`src/rtl/player_pkg.sv`:
```
// Shared types and constants for the player sprite controller.
//   state_t  : player life-cycle state
//   DIR_*    : bit index of each key within the 4-bit direction bus
//   RGB_W    : pixel colour width
package player_pkg;

  typedef enum logic [1:0] {
    ALIVE      = 2'd0,
    EXPLODING  = 2'd1,
    INVINCIBLE = 2'd2,
    DEAD       = 2'd3
  } state_t;

  localparam int DIR_UP    = 0;
  localparam int DIR_DOWN  = 1;
  localparam int DIR_LEFT  = 2;
  localparam int DIR_RIGHT = 3;

  localparam int RGB_W = 12;

endpackage

```
`src/rtl/player_sprite_ctrl_pixel_pipe.sv`:
```
// sprite_pixel_pipe: in-box test, sprite ROM address and the two-stage
// pixel output registers.
// Ports:
//   clk, rst        clock, async active-high reset
//   x, y            current scan pixel
//   p_x, p_y        sprite top-left corner
//   draw_ok         layer may draw this cycle (state-dependent gate)
//   rom_data        ROM word for the address presented one cycle earlier
//   rom_addr        combinational ROM address (don't-care outside the box)
//   pix_en, rgb     registered pixel enable and colour, 2 clk after x/y
module sprite_pixel_pipe
  import player_pkg::*;
#(
  parameter int                COORD_W = 10,
  parameter int                SPR_W   = 50,
  parameter int                SPR_H   = 50,
  parameter int                ADDR_W  = 12,
  parameter logic [RGB_W-1:0]  KEY_RGB = 12'hFFF
) (
  input  logic               clk,
  input  logic               rst,
  input  logic [COORD_W-1:0] x,
  input  logic [COORD_W-1:0] y,
  input  logic [COORD_W-1:0] p_x,
  input  logic [COORD_W-1:0] p_y,
  input  logic               draw_ok,
  input  logic [RGB_W-1:0]   rom_data,
  output logic [ADDR_W-1:0]  rom_addr,
  output logic               pix_en,
  output logic [RGB_W-1:0]   rgb
);

  logic [COORD_W:0]  x_w, y_w, px_w, py_w;
  logic              in_box, in_box_d;
  logic [ADDR_W-1:0] dx_a, dy_a;

  // One extra bit so p_x+SPR_W cannot overflow near the right/bottom edge.
  assign x_w  = {1'b0, x};
  assign y_w  = {1'b0, y};
  assign px_w = {1'b0, p_x};
  assign py_w = {1'b0, p_y};

  assign in_box = (x_w >= px_w) && (x_w < px_w + (COORD_W+1)'(SPR_W)) &&
                  (y_w >= py_w) && (y_w < py_w + (COORD_W+1)'(SPR_H));

  // Modular arithmetic is exact inside the box; outside it nobody looks.
  assign dx_a     = ADDR_W'(x - p_x);
  assign dy_a     = ADDR_W'(y - p_y);
  assign rom_addr = dy_a * ADDR_W'(SPR_W) + dx_a;

  always_ff @(posedge clk or posedge rst) begin
    if (rst) begin
      in_box_d <= 1'b0;
      pix_en   <= 1'b0;
      rgb      <= '0;
    end else begin
      in_box_d <= in_box;
      rgb      <= rom_data;
      pix_en   <= in_box_d && (rom_data != KEY_RGB) && draw_ok;
    end
  end

endmodule

```
`src/rtl/player_sprite_ctrl.sv`:
```
// player_sprite_ctrl: player plane position, lives and explode/respawn FSM,
// driving one sprite layer of the VGA compositor.
// Optional feature macro: PLAYER_SPRITE_BLINK_EN (sprite blinks while
// invincible; when undefined the sprite draws solid).
// Ports:
//   clk, rst        clock, async active-high reset
//   move_tick       1-cycle movement strobe
//   x, y            current scan pixel
//   direction       [0]up [1]down [2]left [3]right
//   hit             collision pulse
//   rom_addr        sprite/explosion ROM address (combinational)
//   rom_sel         0 plane ROM, 1 explosion ROM
//   rom_data        ROM word, 1 cycle after rom_addr
//   p_x, p_y        sprite top-left corner
//   lives           remaining lives
//   alive           ALIVE or INVINCIBLE
//   game_over       DEAD
//   pix_en, rgb     registered pixel enable / colour
//
// state      | meaning
// ALIVE      | normal play, moves, hit starts explosion
// EXPLODING  | explosion sprite, frozen, hit ignored
// INVINCIBLE | respawned, moves, hit ignored
// DEAD       | no lives left, terminal until rst
module player_sprite_ctrl
  import player_pkg::*;
#(
  parameter int               COORD_W    = 10,
  parameter int               SCR_W      = 640,
  parameter int               SCR_H      = 480,
  parameter int               SPR_W      = 50,
  parameter int               SPR_H      = 50,
  parameter int               SPEED      = 1,
  parameter int               LIVES      = 3,
  parameter int               BOOM_TICKS = 64,
  parameter int               INV_TICKS  = 128,
  parameter logic [RGB_W-1:0] KEY_RGB    = 12'hFFF
) (
  input  logic                           clk,
  input  logic                           rst,
  input  logic                           move_tick,
  input  logic [COORD_W-1:0]             x,
  input  logic [COORD_W-1:0]             y,
  input  logic [3:0]                     direction,
  input  logic                           hit,
  output logic [$clog2(SPR_W*SPR_H)-1:0] rom_addr,
  output logic                           rom_sel,
  input  logic [RGB_W-1:0]               rom_data,
  output logic [COORD_W-1:0]             p_x,
  output logic [COORD_W-1:0]             p_y,
  output logic [$clog2(LIVES+1)-1:0]     lives,
  output logic                           alive,
  output logic                           game_over,
  output logic                           pix_en,
  output logic [RGB_W-1:0]               rgb
);

  localparam int ADDR_W  = $clog2(SPR_W*SPR_H);
  localparam int LIVES_W = $clog2(LIVES+1);
  localparam int CNT_W   = $clog2((BOOM_TICKS > INV_TICKS) ? BOOM_TICKS : INV_TICKS);
  localparam int SW      = COORD_W + 2;

  localparam logic [COORD_W-1:0]   SPAWN_X   = COORD_W'((SCR_W - SPR_W) / 2);
  localparam logic [COORD_W-1:0]   SPAWN_Y   = COORD_W'(SCR_H - SPR_H);
  localparam logic signed [SW-1:0] X_MAX     = SW'(SCR_W - SPR_W);
  localparam logic signed [SW-1:0] Y_MAX     = SW'(SCR_H - SPR_H);
  localparam logic signed [SW-1:0] SPD       = SW'(SPEED);
  localparam logic [CNT_W-1:0]     BOOM_LAST = CNT_W'(BOOM_TICKS - 1);
  localparam logic [CNT_W-1:0]     INV_LAST  = CNT_W'(INV_TICKS - 1);

  state_t               state, state_nxt;
  logic [CNT_W-1:0]     cnt, cnt_nxt;
  logic [LIVES_W-1:0]   lives_nxt;
  logic [COORD_W-1:0]   px_nxt, py_nxt, px_mv, py_mv;
  logic signed [SW-1:0] step_x, step_y, nx, ny;
  logic                 draw_ok;

  // Candidate moved position; opposite keys on one axis cancel.
  always_comb begin
    step_x = '0;
    step_y = '0;
    if (direction[DIR_RIGHT] && !direction[DIR_LEFT]) step_x = SPD;
    else if (direction[DIR_LEFT] && !direction[DIR_RIGHT]) step_x = -SPD;
    if (direction[DIR_DOWN] && !direction[DIR_UP]) step_y = SPD;
    else if (direction[DIR_UP] && !direction[DIR_DOWN]) step_y = -SPD;
    nx = $signed({2'b00, p_x}) + step_x;
    ny = $signed({2'b00, p_y}) + step_y;
    if (nx < 0)          px_mv = '0;
    else if (nx > X_MAX) px_mv = X_MAX[COORD_W-1:0];
    else                 px_mv = nx[COORD_W-1:0];
    if (ny < 0)          py_mv = '0;
    else if (ny > Y_MAX) py_mv = Y_MAX[COORD_W-1:0];
    else                 py_mv = ny[COORD_W-1:0];
  end

  always_comb begin
    state_nxt = state;
    cnt_nxt   = cnt;
    lives_nxt = lives;
    px_nxt    = p_x;
    py_nxt    = p_y;
    case (state)
      ALIVE: begin
        // hit takes priority over a same-cycle move
        if (hit) begin
          state_nxt = EXPLODING;
          cnt_nxt   = '0;
          if (lives != '0) lives_nxt = lives - 1'b1;
        end else if (move_tick) begin
          px_nxt = px_mv;
          py_nxt = py_mv;
        end
      end
      EXPLODING: begin
        if (move_tick) begin
          if (cnt == BOOM_LAST) begin
            if (lives != '0) begin
              state_nxt = INVINCIBLE;
              cnt_nxt   = '0;
              px_nxt    = SPAWN_X;
              py_nxt    = SPAWN_Y;
            end else begin
              state_nxt = DEAD;
            end
          end else begin
            cnt_nxt = cnt + 1'b1;
          end
        end
      end
      INVINCIBLE: begin
        if (move_tick) begin
          px_nxt = px_mv;
          py_nxt = py_mv;
          if (cnt == INV_LAST) begin
            state_nxt = ALIVE;
            cnt_nxt   = '0;
          end else begin
            cnt_nxt = cnt + 1'b1;
          end
        end
      end
      default: ;
    endcase
  end

  always_ff @(posedge clk or posedge rst) begin
    if (rst) begin
      state <= ALIVE;
      cnt   <= '0;
      lives <= LIVES_W'(LIVES);
      p_x   <= SPAWN_X;
      p_y   <= SPAWN_Y;
    end else begin
      state <= state_nxt;
      cnt   <= cnt_nxt;
      lives <= lives_nxt;
      p_x   <= px_nxt;
      p_y   <= py_nxt;
    end
  end

  assign rom_sel   = (state == EXPLODING);
  assign alive     = (state == ALIVE) || (state == INVINCIBLE);
  assign game_over = (state == DEAD);

`ifdef PLAYER_SPRITE_BLINK_EN
  // Hidden for 8 ticks out of every 16 while invincible.
  assign draw_ok = (state != DEAD) && !((state == INVINCIBLE) && cnt[3]);
`else
  assign draw_ok = (state != DEAD);
`endif

  sprite_pixel_pipe #(
    .COORD_W (COORD_W),
    .SPR_W   (SPR_W),
    .SPR_H   (SPR_H),
    .ADDR_W  (ADDR_W),
    .KEY_RGB (KEY_RGB)
  ) u_pipe (
    .clk      (clk),
    .rst      (rst),
    .x        (x),
    .y        (y),
    .p_x      (p_x),
    .p_y      (p_y),
    .draw_ok  (draw_ok),
    .rom_data (rom_data),
    .rom_addr (rom_addr),
    .pix_en   (pix_en),
    .rgb      (rgb)
  );

endmodule

```
`config.mk`:
```
export PLATFORM = sky130hd
export DESIGN_NAME = player_sprite_ctrl
export DESIGN_NICKNAME = d
export VERILOG_FILES = /design/src/rtl/player_pkg.sv /design/src/rtl/player_sprite_ctrl_pixel_pipe.sv /design/src/rtl/player_sprite_ctrl.sv
export SDC_FILE = /design/constraint.sdc
export NUM_CORES = 1
export LEC_CHECK = 0
export ABC_AREA = 0
export BUFFER_PORTS_ARGS = -buffer_cell sky130_fd_sc_hd__buf_2
export CAP_MARGIN = 20
export CORE_AREA = 3 3 79 155
export CTS_CLUSTER_SIZE = 12
export DETAILED_ROUTE_END_ITERATION = 8
export DIE_AREA = 0 0 82 158
export PLACE_DENSITY_LB_ADDON = 0.12
export SYNTH_ARGS = -nofsm -noshare
export SYNTH_HDL_FRONTEND = slang
export SYNTH_HIERARCHICAL = 1
export SYNTH_SLANG_ARGS = --single-unit
```
`constraint.sdc`:
```
create_clock -name clk -period 4.4 [get_ports clk]
set_input_delay 0.22 -clock clk [delete_from_list [all_inputs] [get_ports clk]]
set_output_delay 0.22 -clock clk [all_outputs]
set_load 0.005 [all_outputs]
```
# After elaboration in Yosys (flattened, before gate mapping)
# Cells that the tools add are included.
word_totals:
  regBits: 45
  elab_cells: 96
  input_bits: 40
classes:
  mul: 1
  eq_ne: 15
  magnitude_cmp: 8
  reduce_logical: 21
  n_addsub: 9
  muxes: 34
ops:
  columns: ["cell", "n"]
  rows:
  - ["10-bit two-way mux", 14]
  - ["10-bit one-hot mux with 3 select lines", 2]
  - ["12-bit two-way mux", 4]
  - ["7-bit two-way mux", 6]
  - ["11-bit by 12-bit adder with 12-bit output", 2]
  - ["12-bit by 1-bit less-than comparator with 1-bit output (second input constant)", 2]
  - ["10-bit by 6-bit adder with 11-bit output (second input constant)", 2]
  - ["10-bit by 11-bit less-than comparator with 1-bit output", 2]
  - ["10-bit by 10-bit subtractor with 11-bit output", 2]
  - ["7-bit one-hot mux with 3 select lines", 1]
  - ["10-bit >= comparator", 2]
  - ["12-bit adder", 1]
  - ["12-bit by 10-bit > comparator with 1-bit output (second input constant)", 1]
  - ["12-bit by 11-bit > comparator with 1-bit output (second input constant)", 1]
  - ["12-bit by 5-bit multiplier with 11-bit output (second input constant)", 1]
  - ["12-bit != test (second input constant)", 1]
  - ["2-bit != test (second input constant)", 6]
  - ["2-bit two-way mux", 5]
  - ["5-bit AND reduction", 2]
  - ["1-bit logical AND", 9]
  - ["7-bit by 1-bit adder with 7-bit output (second input constant)", 1]
  - ["7-bit by 6-bit equality test with 1-bit output (second input constant)", 1]
  - ["7-bit equality test (second input constant)", 1]
  - ["2-bit one-hot mux with 3 select lines", 1]
  - ["13 further kinds", 18]

# Depth between registers and ports, before layout
# Gate-level depths: netlist of the first run.
depth:
  depth_word: 11
  mapped_depth: 23
  ltp_nobuf: 23

# Hierarchy
# The synthesis of the first run kept the hierarchy.
by_module_without_submodules:
  columns: ["mod", "cells_per_inst", "instances", "seq_area_each_um2", "area_each_um2"]
  rows:
  - ["player_sprite_ctrl", 398, 1, 792.0, 3066.7]
  - ["sprite_pixel_pipe", 338, 1, 350.3, 2849.0]

# Worst setup path after synthesis of the first run
# OpenSTA, ideal clock, no wires.
synth_path:
  path_kind: "flip-flop to output port"
  from: "register p_y[1]"
  to: "output port rom_addr[11]"
  arrival_time_ns: 4.461
  path_buffers: 0
  path_stages_with_launch: 22
  slack_ns: -0.281
  cell_sequence: "dfstp_2 inv_1 ha_1 nor2b_1 o21ai_0 a21boi_2 o21a_1 nor2_1 xnor2_1 ha_1 ha_1 inv_1 fa_1 inv_1 ha_1 a21oi_1 xnor2_1 ha_1 a21oi_1 o21ai_0 xnor2_1 xnor3_1"
synth_between:
  elab_chain_len: 3
synth_rtl:
  columns: ["item", "line_no", "rtl"]
  rows:
  - ["start: declaration", "player_sprite_ctrl.sv:50", "output logic [COORD_W-1:0] p_y,"]
  - ["start signal: assignment", "player_sprite_ctrl.sv:158", "p_y <= py_nxt;"]
  - ["10-bit by 10-bit subtractor with 11-bit output", "player_sprite_ctrl_pixel_pipe.sv:48", "assign dy_a = ADDR_W'(y - p_y);"]
  - ["12-bit by 5-bit multiplier with 11-bit output", "player_sprite_ctrl_pixel_pipe.sv:49", "assign rom_addr = dy_a * ADDR_W'(SPR_W) + dx_a;"]
  - ["12-bit adder", "player_sprite_ctrl_pixel_pipe.sv:49", null]
  - ["end: declaration", "player_sprite_ctrl.sv:46", "output logic [$clog2(SPR_W*SPR_H)-1:0] rom_addr,"]
# No other way between the ends.

# Worst setup path in the final report of the first run
# Ends and elaborated chain as after synthesis.

==> flow_metrics.py, run 1 <==
metrics = {
    "timing": {
        "setup_slack_ns": -0.613,
        "max_freq_ghz": 0.199,
        "rsz0062_at_grt": "yes",
        "fin_crit_ns": 5.01,
        "worst-slew-pin-transition_ns": 0.707,
        "fin_crit_sh_pct": 114,
        "setup_violations": 3,
        "hold_viol_final": 0,
        "setup_tns_ns": -1.07,
        "drv_slew": 0,
        "slew_headroom_pct": 52.9,
        "skew_ns": 0.00463,
    },
    "global_route": {
        "grt_start_max_net_pins": 34,
        "gr-usage-met2_pct": 51.7,
        "grt_remaining_overflow": 0,
        "gr-usage-met3_pct": 2.11,
        "busiest_layer": "met2",
        "met1_usage_pct": 24.4,
        "grt_pass1_wl_mm": 26.2,
        "grtUsageTotal_pct": 25.5,
        "grt_pass1_vias": 5902,
        "antenna_found_initial": 0,
    },
    "finish": {
        "layout-drive-gt1-share_pct": 27.8,
        "fin_nets": 992,
        "area_growth_pct": 23.7,
        "insertedDiodeCount": 0,
    },
    "routing": {
        "vias": 5854,
        "routed_wl_mm": 16.5,
        "dr.pass1.iters": 4,
        "drc": 0,
        "drt_iter0_markers": 248,
        "viasPerCell": 5.85,
        "ant_nets": 0,
        "wl_per_cell_um": 16.5,
    },
    "setup_path": {
        "cp.arrival_ns": 4.79,
        "crit_path_top_delay_cell": "dfstp_2",
        "cp_common_cell": "xnor2_1",
        "criticalPathCategory": "reg2out",
        "crit_path_cell_trace": "inv_4, fa_2, nand2_2, nand2_1, a211oi_2, nor2_1, ha_1, ha_1, inv_1, fa_1, inv_2, ha_4, buf_4, o21ai_4, o21bai_1, a21oi_1, xnor2_1, xnor2_1, xnor2_1, xnor3_1, buf_2",
        "endpoint_kind": "output port",
        "cp_max_fo": 3,
        "start_kind": "flip-flop",
        "slowest_delay_ns": 0.56,
        "required_ns": 4.18,
    },
    "logic_synthesis": {
        "synthArstFlopShare_pct": 100,
        "synth_seq_cells": 45,
        "synthCells": 736,
        "synth.distinct_cells": 80,
        "postSynthNetCount": 868,
        "syn_area_mm2": 0.00592,
        "synth-main-ff-cell": "dfrtp_1",
        "synth_seq_area_share_pct": 19.3,
        "yosys_warnings": 6,
        "synth-edff-count": 0,
        "avgSynthCellArea_um2": 8.04,
    },
    "die": {
        "fp-row-count": 54,
        "dieArea_mm2": 0.0130,
        "core-area_mm2": 0.0111,
        "die_y_um": 158,
        "start_util_pct": 53.4,
        "die_x_um": 82,
        "io_pins": 90,
    },
    "clock_network": {
        "cts_tree": "done",
        "clockBufferDepth": 2,
        "cts_sinks": 45,
        "cts_root_buf": "clkbuf_16",
        "htreeDepth": 2,
        "worstSkewPairLatency_ns": 0.29,
        "cts_made_buffers": 5,
        "path_clk_slew_ns": 0.06,
    },
    "status": {
        "violations": "setup timing",
        "status": "finished, violations left",
    },
    "job": {
        "maxCapViolCount": 0,
    },
    "placement": {
        "gp_congestion": 0.922,
        "hpwl_mm": 13.3,
        "io_buffers": 89,
    },
    "min_path": {
        "hp-class": "in2reg",
    },
}
==> worst max-delay path, delay by kind of cell (launching register included) <==
kind,cells,cell delay (ns)
simple gates,3,0.25
buf+inv,5,0.45
compound gates,4,0.60
fa+ha+maj,5,1.73
xor+xnor,4,0.91
flops,1,0.56
==> layout by cell type, fill, tap and decap left out, types with 4 or more instances in the layout <==
cell,count
a22o_1,4
or2_2,10
ha_1,72
nor2b_1,9
nor2_1,51
buf_2,90
a211oi_1,6
xnor2_1,44
xnor2_2,6
a21oi_1,30
nor2_2,4
xor2_1,13
o21bai_1,10
a31oi_1,10
dfrtp_1,32
a21o_1,15
o21a_1,12
o211ai_1,6
buf_4,51
o22ai_1,4
nand2b_1,6
inv_1,66
nand3_1,14
fa_1,5
or3_1,7
nor3_1,26
ha_4,11
dfstp_2,13
nand2_1,56
nor4_1,6
o31ai_1,5
a21oi_2,8
clkbuf_16,5
o21ai_0,42
nand4_1,11
and3_1,7
==> final timing paths <==
kind                       slack (ns)   startpoint            end  depth (start not counted)
max in group asynchronous        3.22          rst         p_y[1]                          4
min reg2reg                      0.50     lives[0]       lives[0]                          1
max                             -0.61       p_y[1]   rom_addr[11]                         21
min in group asynchronous        0.49          rst         cnt[1]                          3
min                              0.05  rom_data[0]  u_pipe/rgb[0]                          1
max reg2reg                      0.90       p_y[1]         p_y[6]                         13
==> Yosys cell counts (3+ instances only) <==
| library cell | instances | area [µm²] |
|---|---|---|
| inv_1 | 70 | 263 |
| o21bai_1 | 10 | 75.1 |
| a22o_1 | 4 | 35.0 |
| dfstp_2 | 13 | 342 |
| a21oi_2 | 3 | 26.3 |
| mux2i_1 | 3 | 30.0 |
| a211o_1 | 3 | 26.3 |
| a32o_1 | 3 | 30.0 |
| fa_1 | 8 | 160 |
| a22oi_1 | 3 | 22.5 |
| and3_1 | 7 | 43.8 |
| nor3_1 | 27 | 135 |
| or4_1 | 3 | 22.5 |
| dfrtp_1 | 32 | 801 |
| or3_1 | 7 | 43.8 |
| nand2_1 | 58 | 218 |
| nand3b_1 | 3 | 22.5 |
| o31ai_1 | 5 | 37.5 |
| o21a_1 | 12 | 90.1 |
| a21o_1 | 15 | 113 |
| o21ai_0 | 47 | 235 |
| nor2b_1 | 11 | 68.8 |
| nand4_1 | 11 | 68.8 |
| nand3_1 | 14 | 70.1 |
| xnor2_1 | 50 | 438 |
| nor3b_1 | 3 | 22.5 |
| o211ai_1 | 6 | 45.0 |
| buf_2 | 7 | 35.0 |
| a31oi_1 | 10 | 62.6 |
| o22ai_1 | 4 | 25.0 |
| nand2b_1 | 6 | 37.5 |
| nor4_1 | 6 | 37.5 |
| a21oi_1 | 36 | 180 |
| clkbuf_1 | 16 | 60.1 |
| xor2_1 | 13 | 114 |
| or2_2 | 10 | 62.6 |
| nor2_1 | 55 | 206 |
| a211oi_1 | 7 | 52.6 |
| and4_1 | 3 | 26.3 |
| ha_1 | 84 | 1050 |
==> per-layer routing <==
layer / share of wire (%) / vias to the layer above
li1: - / 2856
met1: 34 / 2805
met2: 58 / 138
met3: 2.7 / 55
met4: 4.8 / 0
met5: 0 / -
==> kinds of logic after synthesis <==
logic type               count (synthesis)  synth area share, %
adder cells (fa/ha/maj)                 92                 20.5
XOR/XNOR                                66                 10.3
AND/OR/NAND/NOR                        234                 19.9
multiplexers                             4                0.698
buffers and inverters                   98                 6.70
AO/OA/AOI/OAI                          197                 22.7
flip-flops                              45                 19.3
==> layout make-up <==
cell class,count,area (µm²)
well taps,140,175
clock buffers,6,129
fillers,973,3760
flip-flops and latches,45,1140
clock inverters,2,38.8
inverters,70,265
repair buffers,145,886
multi-input cells,593,4680
==> registers in the layout (all words and copies together), names as in the netlist <==
name / flops
u_pipe/rgb: 12
p_x: 10
p_y: 10
cnt: 7
lives: 2
state: 2
u_pipe/in_box_d: 1
u_pipe/pix_en: 1
==> repair_timing <==
action,CTS,global route
gates resized for setup,22,22
pin swaps,28,10
hold buffers,1,0
hold endpoints to repair,21,0
setup buffers,3,4
endpoints found under the setup margin,4,5
==> metrics by stage <==
step | worst slack, ns | utilization, % | hold WS (ns) | std cells | cell area (µm²)
3_3_place_gp | -0.327 | 61.6 | 0.249 | 985 | 6820
4_1_cts | -0.532 | 64.3 | 0.0420 | 996 | 7130
6_report | -0.613 | 66.0 | 0.0475 | 1001 | 7320
3_5_place_dp | -0.444 | 61.6 | 0.257 | 985 | 6820
2_1_floorplan | -0.101 | - | 0.109 | 736 | 5970
5_1_grt | -0.732 | 66.0 | 0.0440 | 1001 | 7320
Power of run 1 is not shown: default switching activity piles up to over one toggle a cycle in this logic, so the estimate is an artifact.
==> run 2: changes to the inputs <==
Settings changed: CORE_AREA 3 3 79 155 to 3 3 78 153, DIE_AREA 0 0 82 158 to 0 0 81 156, SYNTH_HIERARCHICAL 1 to default.
==> run 2 against run 1 <==
- the run still ends with setup timing left
- via count down 7.8%
- clock skew rose by 0.0045 ns
- first-iteration DRC count shrank 34%
- critical path depth unchanged
- core utilization down 2.4 points
- synthesized cell count fell by 9.6%
- sequential cell count did not move
- final cell count is 6.7% lower
- area after synthesis decreased by 4.4%
- critical endpoint unchanged
- highest routed layer unchanged
==> flow_metrics.py, run 2 <==
metrics = {
    "status": {
        "status": "finished, violations left",
        "violations": "setup timing",
    },
    "finish": {
        "finalInstanceArea_mm2": 0.00696,
        "final_common_cell": "buf_2",
        "max_flop_register": "u_pipe.rgb",
        "layout-drive-gt1-share_pct": 25.6,
        "final_cell_mix": "89 x buf_2, 86 x ha_1, 66 x inv_1",
        "insertedDiodeCount": 0,
        "fin_nets": 943,
        "area_growth_pct": 23.2,
        "largestRegisters": "u_pipe.rgb x12, p_x x10, p_y x10",
        "largest_reg_flops": 12,
    },
    "timing": {
        "setup_tns_ns": -0.971,
        "skew_ns": 0.00915,
        "hold_viol_final": 0,
        "fin_crit_ns": 4.84,
        "slew_headroom_pct": 38.5,
        "fin_crit_sh_pct": 110,
        "max_freq_ghz": 0.206,
        "worst-slew-pin-transition_ns": 0.921,
        "setup_slack_ns": -0.444,
        "drv_slew": 0,
        "rsz0062_at_grt": "yes",
        "setup_violations": 3,
    },
    "global_route": {
        "grt_pass1_wl_mm": 24.1,
        "grt_start_max_net_pins": 46,
        "grt_pass1_vias": 5527,
        "grt_remaining_overflow": 0,
        "grtUsageTotal_pct": 23.8,
        "antenna_found_initial": 0,
    },
    "min_path": {
        "hp-class": "in2reg",
    },
    "logic_synthesis": {
        "synth.distinct_cells": 68,
        "synthArstFlopShare_pct": 100,
        "synth.most_common_cell": "ha_1",
        "synth-main-ff-cell": "dfrtp_1",
        "synthCells": 665,
        "synth_top_area_share_pct": 22.1,
        "synth_top_cell_by_area": "ha_1",
        "postSynthNetCount": 815,
        "yosys_warnings": 0,
        "synth_seq_area_share_pct": 20.2,
        "synth_area_leaders": "ha_1 22%, dfrtp_1 14%, xnor2_1 6.5%",
        "avgSynthCellArea_um2": 8.50,
        "synth-edff-count": 0,
        "syn_area_mm2": 0.00565,
        "synth_seq_cells": 45,
        "yosys-top-cells-count": "100 x ha_1, 73 x inv_1, 51 x nand2_1",
    },
    "placement": {
        "io_buffers": 89,
        "dp_slack_ns": -0.324,
        "placed_area_mm2": 0.00655,
        "hpwl_mm": 12.5,
        "gp_congestion": 0.934,
    },
    "die": {
        "io_pins": 90,
        "fp-row-count": 54,
        "die_x_um": 81,
        "core-area_mm2": 0.0109,
        "die_y_um": 156,
        "start_util_pct": 51.6,
        "dieArea_mm2": 0.0126,
    },
    "setup_path": {
        "criticalPathCategory": "reg2out",
        "cp.arrival_ns": 4.62,
        "start_kind": "flip-flop",
        "cp_max_fo": 4,
        "endpoint_kind": "output port",
        "required_ns": 4.18,
    },
    "clock_network": {
        "path_clk_slew_ns": 0.07,
        "htreeDepth": 2,
        "cts_root_buf": "clkbuf_16",
        "cts_hold_buffers": 0,
        "cts_made_buffers": 5,
        "clockBufferDepth": 2,
        "worstSkewPairLatency_ns": 0.29,
        "cts_sinks": 45,
        "cts_tree": "done",
    },
    "routing": {
        "ant_nets": 0,
        "dr.pass1.iters": 4,
        "drc": 0,
        "routed_wl_mm": 14.9,
        "vias": 5397,
        "wl_per_cell_um": 16.0,
        "viasPerCell": 5.78,
        "drt_iter0_markers": 164,
    },
    "job": {
        "maxCapViolCount": 0,
    },
}
run 2: changes by cell type in the layout (fill, tap and decap cells not counted), moves of 7 or more:
| cell | delta |
|---|---|
| ha_1 | +14 |
| o21ai_0 | -8 |
| buf_4 | -18 |
| nor2_1 | -12 |
| o21ai_1 | +7 |
run 2: path summary, 6_finish.rpt:
check | slack [ns] | from | depth (start not counted) | end
setup / recovery | -0.44 | p_y[0] | 21 | rom_addr[11]
hold / removal | 0.05 | rom_data[10] | 1 | u_pipe.rgb[10]
setup reg to reg | 1.10 | p_y[1] | 10 | p_y[5]
hold reg to reg | 0.50 | lives[1] | 2 | lives[1]
max in group asynchronous | 3.69 | rst | 2 | u_pipe.pix_en
min in group asynchronous | 0.14 | rst | 2 | u_pipe.rgb[11]
run 2: through the flow:
step | hold WS (ns) | utilization (%) | cells
floorplan | 0.251 | - | 665
global placement | 0.342 | 59.8 | 921
detailed placement | 0.342 | 59.8 | 921
CTS | 0.0460 | 62.5 | 931
global route | 0.0475 | 63.6 | 934
finish | 0.0539 | 63.6 | 934
run 2: cell families (layout without fill, tap and decap cells):
| kind of cell | count (synthesis) | count (layout) | share of synthesized area [%] |
|---|---|---|---|
| compound gates | 195 | 195 | 23.9 |
| simple gates | 177 | 177 | 15.1 |
| fa+ha+maj | 110 | 110 | 25.7 |
| buf+inv | 77 | 206 | 5.11 |
| xor+xnor | 57 | 57 | 9.32 |
| flops | 45 | 45 | 20.2 |
| mux | 4 | 4 | 0.708 |
run 2: routing by layer:
metal  part of all wire (%)  track usage [%]  routed length, µm
met1                     35             22.3               5180
met2                     59             48.6               8770
met3                    3.0             2.72                442
met4                    3.6             10.3                539
met5                      0                0                  0
run 2: final cells by class:
cell class	instances	area, µm²
well taps	140	175
multi-input cells	543	4480
flip-flops and latches	45	1140
clock buffers	7	153
repair buffers	125	727
clock inverters	1	5.00
inverters	73	277
fillers	956	3980
run 2: critical path, stage by stage, from the launching register on:
cell	delay, ns
dfrtp_1	0.36
ha_2	0.19
inv_2	0.05
fa_2	0.41
a211oi_2	0.23
o21a_1	0.20
ha_1	0.25
ha_1	0.28
inv_1	0.05
fa_1	0.51
inv_2	0.05
ha_4	0.28
inv_2	0.04
o21bai_1	0.15
a21oi_2	0.08
xnor2_1	0.12
ha_1	0.33
nand2_1	0.09
o21ai_2	0.16
xnor3_1	0.25
xnor2_1	0.16
buf_2	0.13
run 2: what timing repair did:
action	in CTS	in global routing
pin swaps	20	15
buffers inserted	2	3
setup endpoints to repair	4	5
resized for setup	23	13
Power of run 2 is left out for the same reason.
==> run 3: changes to the inputs <==
Settings changed: CORE_AREA 3 3 78 153 to 3 3 76 150, DIE_AREA 0 0 81 156 to 0 0 79 153.
Clock period 4.4 ns to 6.1 ns, I/O delays scaled along.
==> run 3 against run 2 <==
- the run now ends clean
- sequential cell count unchanged
- first-iteration DRC count up 8.5%
- non-clock buffer count down 36
- clock-buffer cell count down 2
- global-route usage up 1.1 points
- die area down 4.3%
- register-to-register slack better by 1.5 ns
- worst hold slack better by 0.076 ns
- critical path depth unchanged
- setup slack better by 0.78 ns
- highest routed layer unchanged
==> flow_metrics.py, run 3 (synthesis gave the netlist of run 2 again) <==
metrics = {
    "timing": {
        "max_freq_ghz": 0.174,
        "setup_tns_ns": 0,
        "worst-slew-pin-transition_ns": 0.945,
        "hold_viol_final": 0,
        "slew_headroom_pct": 37.0,
        "skew_ns": 0.00363,
        "setup_slack_ns": 0.338,
        "setup_violations": 0,
        "drv_slew": 0,
        "rsz0062_at_grt": "no",
        "fin_crit_ns": 5.76,
        "fin_crit_sh_pct": 94.5,
    },
    "clock_network": {
        "cts_sinks": 45,
        "cts_tree": "done",
        "cts_made_buffers": 5,
        "cts_resized": 0,
        "cts_root_buf": "clkbuf_16",
        "worstSkewPairLatency_ns": 0.29,
        "cts_setup_buffers": 0,
        "clockBufferDepth": 2,
        "cts_hold_buffers": 0,
        "path_clk_slew_ns": 0.07,
        "htreeDepth": 2,
    },
    "setup_path": {
        "start_kind": "flip-flop",
        "reg2reg_depth": 9,
        "required_ns": 5.79,
        "endpoint_kind": "output port",
        "cp_max_fo": 7,
        "cp.arrival_ns": 5.46,
        "r2r_slack_ns": 2.64,
        "r2r_end": "p_y[3]",
        "regToRegStartpoint": "p_y[1]",
        "criticalPathCategory": "reg2out",
    },
    "global_route": {
        "grtUsageTotal_pct": 24.9,
        "grt_start_max_net_pins": 46,
        "grt_pass1_wl_mm": 24.4,
        "antenna_found_initial": 0,
        "grt_pass1_vias": 5332,
        "grt_remaining_overflow": 0,
    },
    "die": {
        "start_util_pct": 54.0,
        "die_y_um": 153,
        "fp-row-count": 53,
        "io_pins": 90,
        "dieArea_mm2": 0.0121,
        "core-area_mm2": 0.0105,
        "die_x_um": 79,
    },
    "finish": {
        "fin_nets": 907,
        "area_growth_pct": 13.4,
        "largest_reg_flops": 12,
        "final_cell_mix": "100 x ha_1, 89 x buf_2, 72 x inv_1",
        "fillers": 985,
        "insertedDiodeCount": 0,
        "max_flop_register": "u_pipe.rgb",
        "multiInputGateArea_mm2": 0.00422,
        "regArea_mm2": 0.00114,
        "layout-drive-gt1-share_pct": 17.0,
        "final_common_cell": "ha_1",
        "largestRegisters": "u_pipe.rgb x12, p_x x10, p_y x10",
    },
    "min_path": {
        "min_delay_path_depth": 1,
        "worst_hold_path.endpoint": "u_pipe.rgb[0]",
        "hp-class": "in2reg",
        "hold_path.startpoint": "rom_data[0]",
    },
    "placement": {
        "dp_slack_ns": 0.725,
        "hpwl_mm": 12.6,
        "io_buffers": 89,
        "gp_congestion": 0.900,
    },
    "routing": {
        "routed_wl_mm": 14.9,
        "drc": 0,
        "wl_met2_mm": 8.64,
        "wl_met3_um": 321,
        "drt_iter0_markers": 178,
        "wl_met1_mm": 5.26,
        "wl_per_cell_um": 16.6,
        "vias": 5244,
        "viasPerCell": 5.86,
        "routed.top_layer": "met4",
        "dr.pass1.iters": 4,
        "ant_nets": 0,
    },
    "status": {
        "status": "finished clean",
    },
    "job": {
        "maxCapViolCount": 0,
    },
}
==> run 3: worst max-delay path, stage by stage (launching register included) <==
cell and delay, ns:
dfstp_2 0.59, inv_1 0.12, ha_1 0.34, a21oi_1 0.25, nor2_1 0.08, nor3_1 0.22, xnor2_1 0.28, ha_1 0.33
ha_1 0.28, inv_1 0.05, fa_1 0.53, inv_1 0.04, ha_1 0.30, o21ai_0 0.11, nor2_1 0.11, a21oi_1 0.06
ha_1 0.39, nand2_1 0.08, o21ai_0 0.32, xnor3_1 0.40, xnor2_1 0.15, buf_2 0.13
==> run 3: routing by layer <==
| layer | vias to the layer above | global-route usage, % |
|---|---|---|
| met3 | 41 | 1.71 |
| met4 | 0 | 12.4 |
| met2 | 123 | 49.8 |
| met5 | - | 0 |
| li1 | 2601 | - |
| met1 | 2479 | 24.4 |
==> run 3: worst max path at each step <==
stage / cells past startpoint / end / slack (ns) / from
after floorplan: 17 / rom_addr[11] / 1.21 / p_y[1]
after global placement: 18 / rom_addr[11] / 0.80 / p_y[1]
after detailed placement: 18 / rom_addr[11] / 0.72 / p_y[1]
after CTS: 20 / rom_addr[11] / 0.39 / p_y[1]
after global routing: 18 / rom_addr[11] / 0.04 / p_y[1]
final: 21 / rom_addr[11] / 0.34 / p_y[1]
==> run 3: metrics by stage <==
step / utilization [%] / cell area, µm² / cells / hold slack [ns]
floorplan: - / 5650 / 665 / 0.336
global placement: 59.7 / 6250 / 887 / 0.427
detailed placement: 59.7 / 6250 / 887 / 0.428
CTS: 61.2 / 6410 / 895 / 0.119
global route: 61.2 / 6410 / 895 / 0.123
finish: 61.2 / 6410 / 895 / 0.130
==> run 3: area by class of cell <==
type                            instances  area share [%]
Tap cell                              137            2.67
Multi-Input combinational cell        543            65.9
Clock buffer                            5            1.95
Inverter                               73            4.28
Clock inverter                          3           0.449
Sequential cell                        45            17.8
Timing Repair Buffer                   89            6.95
Power of run 3 is left out for the same reason.
